`src/rtl/ssd_pkg.sv`:
```
`default_nettype none
// ============================================================================
// Module      : ssd_pkg
// Description : Shared definitions for the seven-segment display blocks:
//               display mode encodings and active-low segment codes
//               (bit0 = a ... bit6 = g, bit7 = dp; 0 lights the segment).
// Revision    : 1.0 - initial release
// ============================================================================
package ssd_pkg;

  typedef enum logic [1:0] {
    MODE_IDLE   = 2'b00,
    MODE_STATIC = 2'b01,
    MODE_ROTATE = 2'b10,
    MODE_BLINK  = 2'b11
  } ssd_mode_e;

  localparam logic [7:0] SS_BLANK = 8'hFF;

  localparam logic [7:0] SS_0 = 8'hC0;
  localparam logic [7:0] SS_1 = 8'hF9;
  localparam logic [7:0] SS_2 = 8'hA4;
  localparam logic [7:0] SS_3 = 8'hB0;
  localparam logic [7:0] SS_4 = 8'h99;
  localparam logic [7:0] SS_5 = 8'h92;
  localparam logic [7:0] SS_6 = 8'h82;
  localparam logic [7:0] SS_7 = 8'hF8;
  localparam logic [7:0] SS_8 = 8'h80;
  localparam logic [7:0] SS_9 = 8'h90;

  // Letter glyphs used by the top-level message ("NTHUEECS")
  localparam logic [7:0] SS_N = 8'hAB;
  localparam logic [7:0] SS_T = 8'h87;
  localparam logic [7:0] SS_H = 8'h89;
  localparam logic [7:0] SS_U = 8'hC1;
  localparam logic [7:0] SS_E = 8'h86;
  localparam logic [7:0] SS_C = 8'hC6;
  localparam logic [7:0] SS_S = 8'h92;

endpackage : ssd_pkg
`default_nettype wire

```
`src/rtl/ssd_scan_timer.sv`:
```
`default_nettype none
// ============================================================================
// Module      : ssd_scan_timer
// Description : Refresh prescaler plus digit-index counter. slot_tick marks
//               the last clk of each digit slot; digit_idx advances on it.
// Revision    : 1.0 - initial release
// ============================================================================
module ssd_scan_timer #(
  parameter int SCAN_DIV   = 1024,
  parameter int NUM_DIGITS = 4
) (
  input  logic                          clk,
  input  logic                          rst_n,
  output logic [$clog2(NUM_DIGITS)-1:0] digit_idx,
  output logic                          slot_tick
);

  localparam int CW = $clog2(SCAN_DIV);
  localparam int DW = $clog2(NUM_DIGITS);
  localparam logic [CW-1:0] c_cnt_last = CW'(SCAN_DIV - 1);
  localparam logic [DW-1:0] c_idx_last = DW'(NUM_DIGITS - 1);

  logic [CW-1:0] r_cnt;
  logic [DW-1:0] r_idx;

  assign slot_tick = (r_cnt == c_cnt_last);
  assign digit_idx = r_idx;

  // Prescaler 0..SCAN_DIV-1, then digit index wraps modulo NUM_DIGITS
  always_ff @(posedge clk or negedge rst_n) begin
    if (!rst_n) begin
      r_cnt <= '0;
      r_idx <= '0;
    end else if (slot_tick) begin
      r_cnt <= '0;
      r_idx <= (r_idx == c_idx_last) ? '0 : r_idx + DW'(1);
    end else begin
      r_cnt <= r_cnt + CW'(1);
    end
  end

endmodule : ssd_scan_timer
`default_nettype wire

```
`src/rtl/ssd_scroll_ctrl.sv`:
```
`default_nettype none
// ============================================================================
// Module      : ssd_scroll_ctrl
// Description : Seven-segment scroll controller. Holds a MSG_DEPTH-entry
//               segment buffer and multiplexes a NUM_DIGITS-wide window of it
//               onto pattern/anode; window can be static, rotating, blinking
//               or blanked.
//               Optional macro SSD_SCROLL_DP_EN adds dp_mask, which forces the
//               decimal point on for masked buffer entries.
// Revision    : 1.0 - initial release
// ============================================================================
module ssd_scroll_ctrl
  import ssd_pkg::*;
#(
  parameter int NUM_DIGITS = 4,
  parameter int MSG_DEPTH  = 8,
  parameter int SCAN_DIV   = 1024
) (
  input  logic                         clk,
  input  logic                         rst_n,
  input  logic                         tick_slow,
  input  logic [1:0]                   mode,
  input  logic                         dir,
  input  logic                         clear,
  input  logic                         wr_en,
  input  logic [$clog2(MSG_DEPTH)-1:0] wr_addr,
  input  logic [7:0]                   wr_data,
`ifdef SSD_SCROLL_DP_EN
  input  logic [MSG_DEPTH-1:0]         dp_mask,
`endif
  output logic [7:0]                   pattern,
  output logic [NUM_DIGITS-1:0]        anode,
  output logic [$clog2(MSG_DEPTH)-1:0] offset
);

  localparam int AW = $clog2(MSG_DEPTH);
  localparam int DW = $clog2(NUM_DIGITS);
  localparam logic [AW:0] c_one       = (AW+1)'(1);
  localparam logic [AW:0] c_depth     = (AW+1)'(MSG_DEPTH);
  localparam logic [AW:0] c_last_ent  = (AW+1)'(MSG_DEPTH - 1);
  localparam logic [AW:0] c_last_col  = (AW+1)'(NUM_DIGITS - 1);

  ssd_mode_e             w_mode;
  ssd_mode_e             r_mode_q;
  logic                  r_dark;
  logic [7:0]            r_buf [MSG_DEPTH];
  logic [AW-1:0]         r_offset;
  logic [7:0]            r_pattern;
  logic [NUM_DIGITS-1:0] r_anode;

  logic [DW-1:0]         w_digit_idx;
  logic                  w_slot_tick_unused;  // outputs reload every clk, slot edge not needed
  logic                  w_wr_ok;
  logic [AW:0]           w_off_ext;
  logic [AW:0]           w_sum;
  logic [AW-1:0]         w_rd_idx;
  logic [AW-1:0]         w_off_inc;
  logic [AW-1:0]         w_off_dec;
  logic [7:0]            w_seg;
  logic [NUM_DIGITS-1:0] w_onehot_n;

  assign w_mode  = ssd_mode_e'(mode);
  assign pattern = r_pattern;
  assign anode   = r_anode;
  assign offset  = r_offset;

  ssd_scan_timer #(
    .SCAN_DIV   (SCAN_DIV),
    .NUM_DIGITS (NUM_DIGITS)
  ) u_scan (
    .clk       (clk),
    .rst_n     (rst_n),
    .digit_idx (w_digit_idx),
    .slot_tick (w_slot_tick_unused)
  );

  // Index arithmetic carried one bit wider than the buffer address so the
  // sum of offset and column never overflows before the single-step modulo.
  assign w_wr_ok   = ({1'b0, wr_addr} < c_depth);
  assign w_off_ext = {1'b0, r_offset};
  assign w_sum     = w_off_ext + c_last_col - (AW+1)'(w_digit_idx);
  assign w_rd_idx  = AW'((w_sum >= c_depth) ? (w_sum - c_depth) : w_sum);
  assign w_off_inc = (w_off_ext == c_last_ent) ? '0 : AW'(w_off_ext + c_one);
  assign w_off_dec = (r_offset == '0) ? AW'(c_last_ent) : AW'(w_off_ext - c_one);
  assign w_onehot_n = ~(NUM_DIGITS'(1) << w_digit_idx);

  // Segment code for the digit currently being scanned
  always_comb begin
    w_seg = r_buf[w_rd_idx];
`ifdef SSD_SCROLL_DP_EN
    if (dp_mask[w_rd_idx]) begin
      w_seg[7] = 1'b0;
    end
`endif
  end

  // Message buffer: clear wins over a same-cycle write; out-of-range writes drop
  always_ff @(posedge clk or negedge rst_n) begin
    if (!rst_n) begin
      for (int i = 0; i < MSG_DEPTH; i++) r_buf[i] <= SS_BLANK;
    end else if (clear) begin
      for (int i = 0; i < MSG_DEPTH; i++) r_buf[i] <= SS_BLANK;
    end else if (wr_en && w_wr_ok) begin
      r_buf[wr_addr] <= wr_data;
    end
  end

  // Window start: cleared by clear or IDLE, stepped with explicit wrap in ROTATE
  always_ff @(posedge clk or negedge rst_n) begin
    if (!rst_n) begin
      r_offset <= '0;
    end else if (clear || (w_mode == MODE_IDLE)) begin
      r_offset <= '0;
    end else if ((w_mode == MODE_ROTATE) && tick_slow) begin
      r_offset <= dir ? w_off_dec : w_off_inc;
    end
  end

  // Mode history and blink phase; phase restarts visible on entry to BLINK
  always_ff @(posedge clk or negedge rst_n) begin
    if (!rst_n) begin
      r_mode_q <= MODE_IDLE;
      r_dark   <= 1'b0;
    end else begin
      r_mode_q <= w_mode;
      if ((w_mode != MODE_BLINK) || (r_mode_q != MODE_BLINK)) begin
        r_dark <= 1'b0;
      end else if (tick_slow) begin
        r_dark <= ~r_dark;
      end
    end
  end

  // Registered pin drivers; dark blink phase only suppresses the anodes
  always_ff @(posedge clk or negedge rst_n) begin
    if (!rst_n) begin
      r_pattern <= SS_BLANK;
      r_anode   <= '1;
    end else if (w_mode == MODE_IDLE) begin
      r_pattern <= SS_BLANK;
      r_anode   <= '1;
    end else begin
      r_pattern <= w_seg;
      r_anode   <= ((w_mode == MODE_BLINK) && r_dark) ? '1 : w_onehot_n;
    end
  end

endmodule : ssd_scroll_ctrl
`default_nettype wire

```
`config.mk`:
```
export PLATFORM = sky130hd
export DESIGN_NAME = ssd_scroll_ctrl
export DESIGN_NICKNAME = d
export VERILOG_FILES = /design/src/rtl/ssd_pkg.sv /design/src/rtl/ssd_scan_timer.sv /design/src/rtl/ssd_scroll_ctrl.sv
export SDC_FILE = /design/constraint.sdc
export NUM_CORES = 1
export LEC_CHECK = 0
export ABC_AREA = 1
export CORE_MARGIN = 1.5
export CORE_UTILIZATION = 30
export DETAILED_ROUTE_END_ITERATION = 6
export PLACE_DENSITY = 0.49
export SYNTH_ARGS = -nofsm -noshare
export SYNTH_HDL_FRONTEND = slang
export SYNTH_SLANG_ARGS = --single-unit
export TNS_END_PERCENT = 5
```
`constraint.sdc`:
```
create_clock -name clk -period 2.05 [get_ports clk]
set_clock_uncertainty 0.1 [all_clocks]
set_input_delay 0.41 -clock clk [delete_from_list [all_inputs] [get_ports clk]]
set_output_delay 0.41 -clock clk [all_outputs]
set_load 0.01 [all_outputs]
```
Word-level counts from Yosys, hierarchy flattened. Index checks and enable logic that the tools add are counted.

Logic and storage cells: 69. Latch bits: 0. Output and inout bits: 15. Memories: 0. RAM bits: 0. Input bits: 19. Bits in registers: 94. ROM bits: 0.

$add $sub $neg: 7. Equality and inequality tests: 7. Bitwise logic cells: 4. Shift-type cells: 1. Divide/modulo/power cells: 0. Reductions and logical operators: 10. Multiply operators: 0. Multiplexer cells: 21. Order comparisons: 4.

Operator list (count): $mux W64 (2); $bwmux W64 (1); $mux W8 (4); $bmux W8 S3 (1); $demux W8 S3 (1); $mux W3 (6); $ge A4 B4 Y1 const B (3); $add A10 B1 Y10 const B (1); $eq A10 B10 Y1 const B (1); $mux W10 (1); $mux W4 (2); $not A3 Y4 (2); $eq A2 B2 Y1 const B (3); $reduce_bool A2 Y1 (3); $sub A3 B1 Y3 const B (2); $add A3 B2 Y4 const B (1); $lt A4 B1 Y1 const B (1); $ne A2 B2 Y1 const B (2); $not A4 Y4 (1); $shl A1 B2 Y4 const A (1); $sub A4 B2 Y4 (1); $add A3 B1 Y3 const B (1); $eq A3 B3 Y1 const B (1); $logic_and A1 B1 Y1 (3); other kinds (7) (9).

Longest topological paths before layout.
Word-level depth: 9. Depth in mapped cells: 10. Gate-level depth less buffers: 9.

Modules after synthesis. From an unflattened synthesis, not the netlist that was laid out.

Cells, all modules: 611. Area total of the unflattened synthesis: 4996.0 um^2.

Modules (own cells, without submodules): ssd_scroll_ctrl (area each 4394.2 um^2, cells an instance 544, instances 1, sequential area each 2147.1 um^2); ssd_scan_timer (area each 601.8 um^2, cells an instance 67, instances 1, sequential area each 300.3 um^2).

Least setup slack after synthesis. Ideal clock, no wire load.

Path type: register to register. Start point: register r_offset[1], in the netlist offset[1]. End point: register r_pattern[0], in the netlist pattern[0]. Stages on the path, launching flop included: 10. Setup slack: 0.143 ns. Data required time: 1.885 ns. Arrival time: 1.742 ns. Library setup time: 0.065 ns. Path buffers: 2. Period minus slack after synthesis: 1.907 ns. Cell sequence: dfrtp_1 ha_1 ha_1 buf_2 inv_1 buf_2 nand3_1 nand2_1 nand3_1 nand3_1.

Cells in the longest elaborated chain, start to end: 9. Elaborated cells between the ends (all ways): 10. Classes of those cells: 3 x add/sub; 1 x order compare; 5 x mux; 1 x bitwise.

RTL lines: start: declaration (line ssd_scroll_ctrl.sv:47) `logic [AW-1:0] r_offset;`; start signal: assignment (line ssd_scroll_ctrl.sv:115) `r_offset <= dir ? w_off_dec : w_off_inc;`; $add A3 B2 Y4 * (line ssd_scroll_ctrl.sv:81) `assign w_sum = w_off_ext + c_last_col - (AW+1)'(w_digit_idx);`; $sub A4 B2 Y4 * (line ssd_scroll_ctrl.sv:81); $ge A4 B4 Y1 / $sub A3 B1 Y3 (equally long branches) (line ssd_scroll_ctrl.sv:82) `assign w_rd_idx = AW'((w_sum >= c_depth) ? (w_sum - c_depth) : w_sum);`; $mux W3 * (line ssd_scroll_ctrl.sv:82); $not A3 Y4 (not written as such) * (line ssd_scroll_ctrl.sv:89) `w_seg = r_buf[w_rd_idx];`; $bmux W8 S3 * (line ssd_scroll_ctrl.sv:89); $mux W8 (not written as such) * (2 in series) (line ssd_scroll_ctrl.sv:89); $mux W8 * (line ssd_scroll_ctrl.sv:139) `end else if (w_mode == MODE_IDLE) begin`; end signal: assignment (line ssd_scroll_ctrl.sv:143) `r_pattern <= w_seg;`; end: declaration (line ssd_scroll_ctrl.sv:48) `logic [7:0] r_pattern;`.

Mark *: on every way between the ends. The rest lies on a longest branch, timed or not. The select of a mux whose other input is x is not followed. A chain may end at the register's enable or synchronous reset.

Worst setup path in the final report.
Start point: register r_pattern[7], in the netlist pattern[7]. End point: output pattern[7].

RTL lines: end: declaration (line ssd_scroll_ctrl.sv:31) `output logic [7:0] pattern,`.

No word-level cell between the ends.

==> results.cfg <==
[cells_and_area]
final_layout_size_suffix_gt1_share_pct = 19.20
instances_no_fill = 888
final_common_cell = nand2_1
area_growth_syn_to_layout_pct = 23.12
num_antenna_cells = 0
fillers = 1594
layout_common_cells = nand2_1 (141), inv_1 (120), nand3_1 (89), dfstp_2 (76), nor2_1 (40)
utilization_pct = 37.75
nNetsFinal = 698

[logic_synthesis]
ys_types = 24
yosysWarningCount = 0
ys_seq_elements = 94
netlist_area_um2 = 4853
ys_seq_area_share_pct = 50.43
syn_inst = 613
synth_area_per_cell_um2 = 7.917
synthesis.nets = 644

[worst_setup_path]
ff2ff_setup_slack_ns = 0.16
path_class = register to output pin
worstPathArrival_ns = 1.40
start_kind = register
r2r_start = u_scan.digit_idx[1]
crit_path_top_delay_cell = clkdlybuf4s50_1
slowest_delay_ns = 0.53
critPathRequiredTime_ns = 1.54
reg2reg_depth = 9
crit_family = buffers and inverters
cp_num_buf_inv = 1
path_cells = clkdlybuf4s50_1
regToRegEndpoint = pattern[5]
cp_max_fo = 1
endpoint_kind = output pin

[global_routing]
antenna_found_initial = 0
grt_max_degree = 50
overflow = 0
grt_pass1_vias = 3952
grt_pass1_wl_um = 20200
track_usage_pct = 15.91

[floorplan]
rows = 46
core_area_um2 = 15830
start_util_pct = 30.66
dieArea_um2 = 16950
io_pins = 34
die-height_um = 130.2
die_w_um = 130.2

[pwr]
irDropWorstVdd_v = 0.0003966
seq_power_share_pct = 46.4
combPwrFrac_pct = 15.1
finalPower_mw = 4.393
power_frac_clock_pct = 38.6
switching_share_pct = 26.04
internal_power_mw = 3.249
power_density_nw_per_um2 = 735.2
p_switching_mw = 1.144
p_leak_nw = 2.947

[clock_tree]
cts_max_level = 3
cts_made_buffers = 9
clock-sinks = 94
path_clk_slew_ns = 0.06
clk_latency_ns = 0.35
cts_tree = done
cts_setup_buffers = 0
cts.path.max_buffers = 2
root_buffer = clkbuf_16

[route]
via_per_inst = 4.462
drt_pass1_iterations = 4
wl_per_cell_um = 14.04
drc_errors = 0
routed-via-count = 3962
dr.first_iter.drc_count = 204
drt_wl_total_um = 12470
ant_nets = 0

[sta]
worst_pin_slew_ns = 0.5620
fin_crit_ns = 1.905
drv_slew = 0
slew_headroom_pct = 62.53
fin_crit_sh_pct = 92.94
setup_viol = 0
finalHoldViolations = 0
rsz0062_at_grt = false
fmax_mhz = 524.9
finalSetupTns_ns = 0

[place]
dp_hpwl_um = 9179
io_buffers = 33
dp_cells = 871
gp_congestion = 0.8110

[min_path]
hold_path_end = r_buf[60]
hold_path_class = register to register
worstHoldStart = r_buf[60]
hold_depth = 2

[status]
outcome = finished clean

[run]
maxCapViolations = 0
[tightest hold or removal path: stages, from the launching register on]
cell and delay [ns]:
dfstp_2 0.36, inv_1 0.06, a21oi_1 0.06
[through the flow]
step                      setup slack, ns  instance area [um2]  hold WS (ns)
after floorplan                    0.1430                 4853       0.01441
after global placement            0.06457                 5663        0.3181
after detailed placement          0.02575                 5663        0.3166
after CTS                          0.1274                 5972        0.3824
after global routing              0.01830                 5976        0.4112
final                              0.1447                 5976        0.3830
[repair_timing]
action	CTS	global route
hold buffers	1	0
gates resized for setup	0	2
endpoints found under the setup margin	0	5
hold endpoints to repair	18	0
[metal layers]
metal  vias up  part of all wire, %  wire length, um  GRT usage (%)
met3        19                  4.8              601          2.870
met5         -                    0                0              0
li1       2007                    -                -              -
met2        81                   47             5880          25.79
met1      1855                   46             5700          20.46
met4         0                  2.3              288          7.778
[sequential cells by signal, indices dropped and copies added, names as in the netlist]
name              flops
r_buf                64
u_scan.r_cnt         10
pattern               8
anode                 4
offset                3
r_mode_q              2
u_scan.digit_idx      2
r_dark                1
[power groups by stage]
stage          Combinational, mW  Sequential [mW]  Clock, mW
2_1_floorplan              0.319             2.08          0
3_3_place_gp               0.658             2.06          0
4_1_cts                    0.666             2.04       1.75
3_5_place_dp               0.662             2.07          0
5_1_grt                    0.744             2.05       1.83
6_report                   0.662             2.04       1.69
[Yosys cell counts]
master    count  area [um2]
nand3_1      89       445.4
xnor2_1       4       35.03
xor2_1        5       43.79
dfstp_2      76        1997
dfrtp_1      18       450.4
nor2_4        1       11.26
or2_2         1       6.260
a21boi_0     16       120.1
inv_1       121       454.2
o21ai_0      38       190.2
nand3b_1      1       7.510
o21ai_2       2       17.52
buf_2        12       60.06
o21bai_1      1       7.510
nand4_1       5       31.28
buf_4         1       7.510
nand2_1     141       529.3
clkbuf_1      5       18.77
buf_1         2       7.510
a21oi_1      19       95.09
o21ai_1       1       5.000
ha_1         12       150.1
nor2_2        2       12.51
nor2_1       40       150.1
[final cells by class]
cell class	count	area, um2	share of cell area, %
sequential	94	2447	40.95
multi-input combinational	378	1858	31.09
clock inverter	6	60.06	1.005
clock buffer	10	239.0	3.999
inverter	121	454.2	7.601
timing repair buffer	63	646.9	10.82
tap	216	270.3	4.523
[cells by family (layout without fill, tap and decap cells)]
family | Yosys count | count (layout) | synth area share [%]
AOI/OAI and AO/OA | 77 | 77 | 8.971
xor gates and xnor gates | 9 | 9 | 1.624
adders and majority gates | 12 | 12 | 3.093
buffers and inverters | 141 | 200 | 11.29
DFF | 94 | 94 | 50.43
and+or+nand+nor | 280 | 280 | 24.59
[how the worst max path moves through the flow]
stage / start / end / slack, ns / cells past startpoint
3_3_place_gp: wr_en / r_buf[37] / 0.06 / 4
4_1_cts: u_scan.digit_idx[1] / pattern[1] / 0.13 / 8
6_report: pattern[7] / pattern[7] / 0.14 / 1
5_1_grt: u_scan.digit_idx[1] / pattern[5] / 0.02 / 9
2_1_floorplan: offset[1] / pattern[0] / 0.14 / 9
3_5_place_dp: wr_en / r_buf[35] / 0.03 / 4
Power figures use the tool's default switching activity.
==> patch 1: new RTL, same settings <==
Build with the macro `SSD_SCROLL_DP_EN` defined.
--- a/src/rtl/ssd_scroll_ctrl.sv
+++ b/src/rtl/ssd_scroll_ctrl.sv
@@ -9,6 +9,8 @@
 //               decimal point on for masked buffer entries.
 // Revision    : 1.0 - initial release
 // ============================================================================
+`define SSD_SCROLL_DP_EN
+
 module ssd_scroll_ctrl
   import ssd_pkg::*;
 #(
Ports: changed (added dp_mask); port bits go from 34 to 42. No check against the original RTL was run, so the function may have changed too.
==> patch 1 against the original RTL <==
Maximum frequency is 3.0% lower; routed wire length is 7.5% lower; sequential cell count stayed put; power is 9.8% higher; sequential power is 7% higher; critical path depth stayed put; combinational power is 47% higher; design area is 3.6% lower; count of clock-buffer cells in the layout is 1 lower; the run now ends with hold timing left; largest power group unchanged; worst setup slack worse by 0.059 ns; area after synthesis is 5.0% lower.
==> patch 1: results (changes against the original RTL) <==
- Syn Inst Count: 533 (was 613)
- Vias in the first global route: 3,530 (was 3,952)
- Worst vdd ir: 0.0004033 V (was 0.0003966 V)
- Setup crit end: pattern[0] (was pattern[7])
- Slowest CP cell: dfstp_2 (was clkdlybuf4s50_1)
- R2R depth: 8 (was 9)
- Top delay family on crit path: flip-flops (was buffers and inverters)
- Non-Filler Instances: 789 (was 888)
- Fillers: 1,551 (was 1,594)
- Seq/Total Area, Yosys: 53.08% (was 50.43%)
- Leak: 2.498 nW (was 2.947 nW)
- Vias: 3,633 (was 3,962)
- Fin nets: 635 (was 698)
- Leading cell types by count after synthesis: nand2_1, dfstp_2, nand3_1 (was nand2_1, inv_1, nand3_1)
- Overall Global Routing Usage: 15.14% (was 15.91%)
- CP peak stage delay: 0.56 ns (was 0.53 ns)
- First-pass GRT wire length: 18,680 µm (was 20,200 µm)
- Critical Path Start: pattern[0]$_DFF_PN1_ (was pattern[7]$_DFF_PN1_)
- Largest net degree at the start of global routing: 95 (was 50)
- HP Class: primary input to asynchronous set/reset pin (was register to register)
- Layout cells sized above 1: 22.80% (was 19.20%)
- Worst r2r dst: pattern[4]$_DFF_PN1_ (was pattern[5]$_DFF_PN1_)
- Placed cells: 773 (was 871)
- Port Buffer Count: 41 (was 33)
- Yosys cell types: 31 (was 24)
- Slew @ Worst Pin: 0.5332 ns (was 0.5620 ns)
- Fin Hold WS: -0.04582 ns (was 0.3830 ns)
- Net Count, Synth: 572 (was 644)
- Final setup fails: 0 (unchanged)
- GPL Wtd Cong: 0.8118 (was 0.8110)
- Final HPWL DP: 7939 µm (was 9179 µm)
- Synth top area cells: dfstp_2, dfrtp_1, nand2_1 (was dfstp_2, nand2_1, inv_1)
- Outcome: finished with violations (was finished clean)
- Router iterations before antenna repair: 6 (was 4)
- R2R setup slack: 0.14 ns (was 0.16 ns)
- Failing checks: hold timing
- Final Hold Fails: 7 (was 0)
-- patch 1: kinds of logic (layout without fill, tap and decap cells) --
group / after synthesis / count (layout) / share of synthesized area [%]
simple gates: 256 / 256 / 23.80
flops: 94 / 94 / 53.08
compound gates: 87 / 87 / 11.13
buf+inv: 77 / 145 / 7.408
fa+ha+maj: 12 / 12 / 3.256
xor+xnor: 7 / 7 / 1.330
-- patch 1: cell type report --
| type | count | share of cell area (%) |
|---|---|---|
| multi-input cells | 362 | 31.62 |
| inverters | 58 | 3.823 |
| flip-flops and latches | 94 | 42.48 |
| clock buffers | 9 | 3.910 |
| clock inverters | 7 | 1.129 |
| repair buffers | 71 | 12.95 |
| well taps | 188 | 4.083 |
-- patch 1: power breakdown --
group          internal (W)  switching (W)
Combinational      0.000415       0.000559
Clock              0.000853       0.000815
Sequential          0.00211      0.0000726
Total               0.00338        0.00145
-- patch 1: per-layer routing --
metal  GRT usage, %  up-vias  share of wire [%]
met5              0        -                  0
met4          4.078        0                1.3
met3          4.020       12                3.8
met2          24.01       62                 47
met1          20.52     1707                 48
li1               -     1852                  -
-- patch 1: through the flow --
stage / worst slack, ns / power, W / utilization (%) / hold slack [ns] / instance area, µm²
5_1_grt: 0.006499 / 0.005078 / 38.18 / 0.03179 / 5761
4_1_cts: 0.06618 / 0.004897 / 38.18 / 0.02096 / 5761
3_5_place_dp: 0.08796 / 0.003201 / 36.25 / 0.3785 / 5470
6_report: 0.08544 / 0.004823 / 38.18 / -0.04582 / 5761
3_3_place_gp: 0.1192 / 0.003188 / 36.25 / 0.3772 / 5470
2_1_floorplan: 0.2087 / 0.002702 / - / 0.01441 / 4611
==> patch 2: new RTL, same settings <==
Without the edit above. Add an input register stage for `tick_slow`, cleared by the reset; this delays it by one clock. The other inputs are not delayed to match.
--- a/src/rtl/ssd_scroll_ctrl.sv
+++ b/src/rtl/ssd_scroll_ctrl.sv
@@ -39,6 +39,16 @@
   localparam logic [AW:0] c_depth     = (AW+1)'(MSG_DEPTH);
   localparam logic [AW:0] c_last_ent  = (AW+1)'(MSG_DEPTH - 1);
   localparam logic [AW:0] c_last_col  = (AW+1)'(NUM_DIGITS - 1);
+
+  logic tick_slow_q;
+
+  always_ff @(posedge clk or negedge rst_n) begin
+    if (!rst_n) begin
+      tick_slow_q <= '0;
+    end else begin
+      tick_slow_q <= tick_slow;
+    end
+  end
 
   ssd_mode_e             w_mode;
   ssd_mode_e             r_mode_q;
@@ -111,7 +121,7 @@
       r_offset <= '0;
     end else if (clear || (w_mode == MODE_IDLE)) begin
       r_offset <= '0;
-    end else if ((w_mode == MODE_ROTATE) && tick_slow) begin
+    end else if ((w_mode == MODE_ROTATE) && tick_slow_q) begin
       r_offset <= dir ? w_off_dec : w_off_inc;
     end
   end
@@ -125,7 +135,7 @@
       r_mode_q <= w_mode;
       if ((w_mode != MODE_BLINK) || (r_mode_q != MODE_BLINK)) begin
         r_dark <= 1'b0;
-      end else if (tick_slow) begin
+      end else if (tick_slow_q) begin
         r_dark <= ~r_dark;
       end
     end
Formal check against the unedited RTL: not equivalent (Yosys sat finds a counterexample within 4 cycles, from zero or initial values and one cycle with rst_n low).
==> patch 2 against the original RTL <==
First-iteration DRC count grew 48%; die area grew 0.79%; design area shrank 0.46%; area after synthesis grew 0.80%; non-clock buffer count shrank 3; final cell count shrank 0.45%; routed wire length shrank 1.3%; sequential cell count grew 1; power shrank 0.33%; worst setup slack is essentially flat; critical path type unchanged; largest cell class unchanged.
==> patch 2: results (changes against the original RTL) <==
- Vias: 3,971 (was 3,962)
- Vias in the first global route: 3,949 (was 3,952)
- GPL Wtd Cong: 0.8132 (was 0.8110)
- Worst vdd ir: 0.0003710 V (was 0.0003966 V)
- Slew @ Worst Pin: 0.6385 ns (was 0.5620 ns)
- Fin nets: 695 (was 698)
- Top delay family on crit path: flip-flops (was buffers and inverters)
- Final HPWL DP: 8880 µm (was 9179 µm)
- Drt initial violations: 302 (was 204)
- Clock buffers: 13 (was 10)
- HP Class: primary input to asynchronous set/reset pin (was register to register)
- Leak: 2.927 nW (was 2.947 nW)
- Met2 wire len: 5671 µm (was 5880 µm)
- Post-DP Area: 5673 µm² (was 5663 µm²)
- Non-clock buffer area fraction after layout: 10.18% (was 10.82%)
- Met1 WL: 5871 µm (was 5700 µm)
- Multi-input gate share of total cell area: 31.51% (was 31.09%)
- Adder-cell area share of the yosys netlist: 3.069% (was 3.094%)
- Non-clock buffers: 60 (was 63)
- Compound-gate portion of the synthesized area: 9.130% (was 8.971%)
- Leading cell types by count after synthesis: nand2_1, inv_1, nand3_1 (unchanged)
- Outcome: finished clean (unchanged)
- Logic inverters: 120 (was 121)
- Routed WL: 12,310 µm (was 12,470 µm)
- Register area: 2472 µm² (was 2447 µm²)
- Xor/xnor share of the synthesized area: 1.611% (was 1.624%)
- Largest net degree at the start of global routing: 39 (was 50)
- Layout cells sized above 1: 18.86% (was 19.20%)
- Overall Global Routing Usage: 15.76% (was 15.91%)
- Seq/Total Area, Yosys: 50.54% (was 50.43%)
- ClkCell Share: 4.628% (was 5.004%)
[patch 2: cell count changes after synthesis, sizes merged, moves of 3 or more]
cell / change
nor2: -4
a21oi: -3
nand2: +3
o21ai: +3
[patch 2: through the flow]
| stage | utilization (%) | instances | hold slack [ns] | setup TNS, ns | total power (W) |
|---|---|---|---|---|---|
| global route | 37.44 | 884 | 0.2501 | 0 | 0.004603 |
| global placement | 35.71 | 869 | 0.3734 | 0 | 0.002768 |
| floorplan | - | 613 | 0.01441 | 0 | 0.002449 |
| finish | 37.44 | 884 | 0.1843 | 0 | 0.004379 |
| detailed placement | 35.71 | 869 | 0.3797 | -0.001125 | 0.002774 |
| CTS | 37.44 | 884 | 0.2239 | 0 | 0.004431 |
[patch 2: worst paths after layout]
check / start / to / slack [ns] / cells after the start
worst max-delay path: pattern[7]$_DFF_PN1_ / pattern[7] / 0.14 / 1
worst min-delay path: rst_n / r_buf[14]$_DFFE_PN1P_ / 0.18 / 1
worst max register to register: u_scan.digit_idx[1]$_DFFE_PN0N_ / pattern[5]$_DFF_PN1_ / 0.15 / 9
worst min register to register: r_buf[59]$_DFFE_PN1P_ / r_buf[59]$_DFFE_PN1P_ / 0.38 / 2
max in group asynchronous: rst_n / anode[3]$_DFF_PN1_ / 1.35 / 2
min in group clk: r_buf[59]$_DFFE_PN1P_ / r_buf[59]$_DFFE_PN1P_ / 0.38 / 2
[patch 2: routing by layer]
| metal | track usage (%) | vias to the layer above |
|---|---|---|
| met2 | 24.55 | 68 |
| li1 | - | 1997 |
| met4 | 7.692 | 0 |
| met1 | 21.66 | 1886 |
| met3 | 2.117 | 20 |
| met5 | 0 | - |
[patch 2: what timing repair did]
action,in CTS,in global routing
hold buffers,0,0
gates resized for setup,0,1
endpoints found under the hold margin,0,0
setup endpoints to repair,0,2
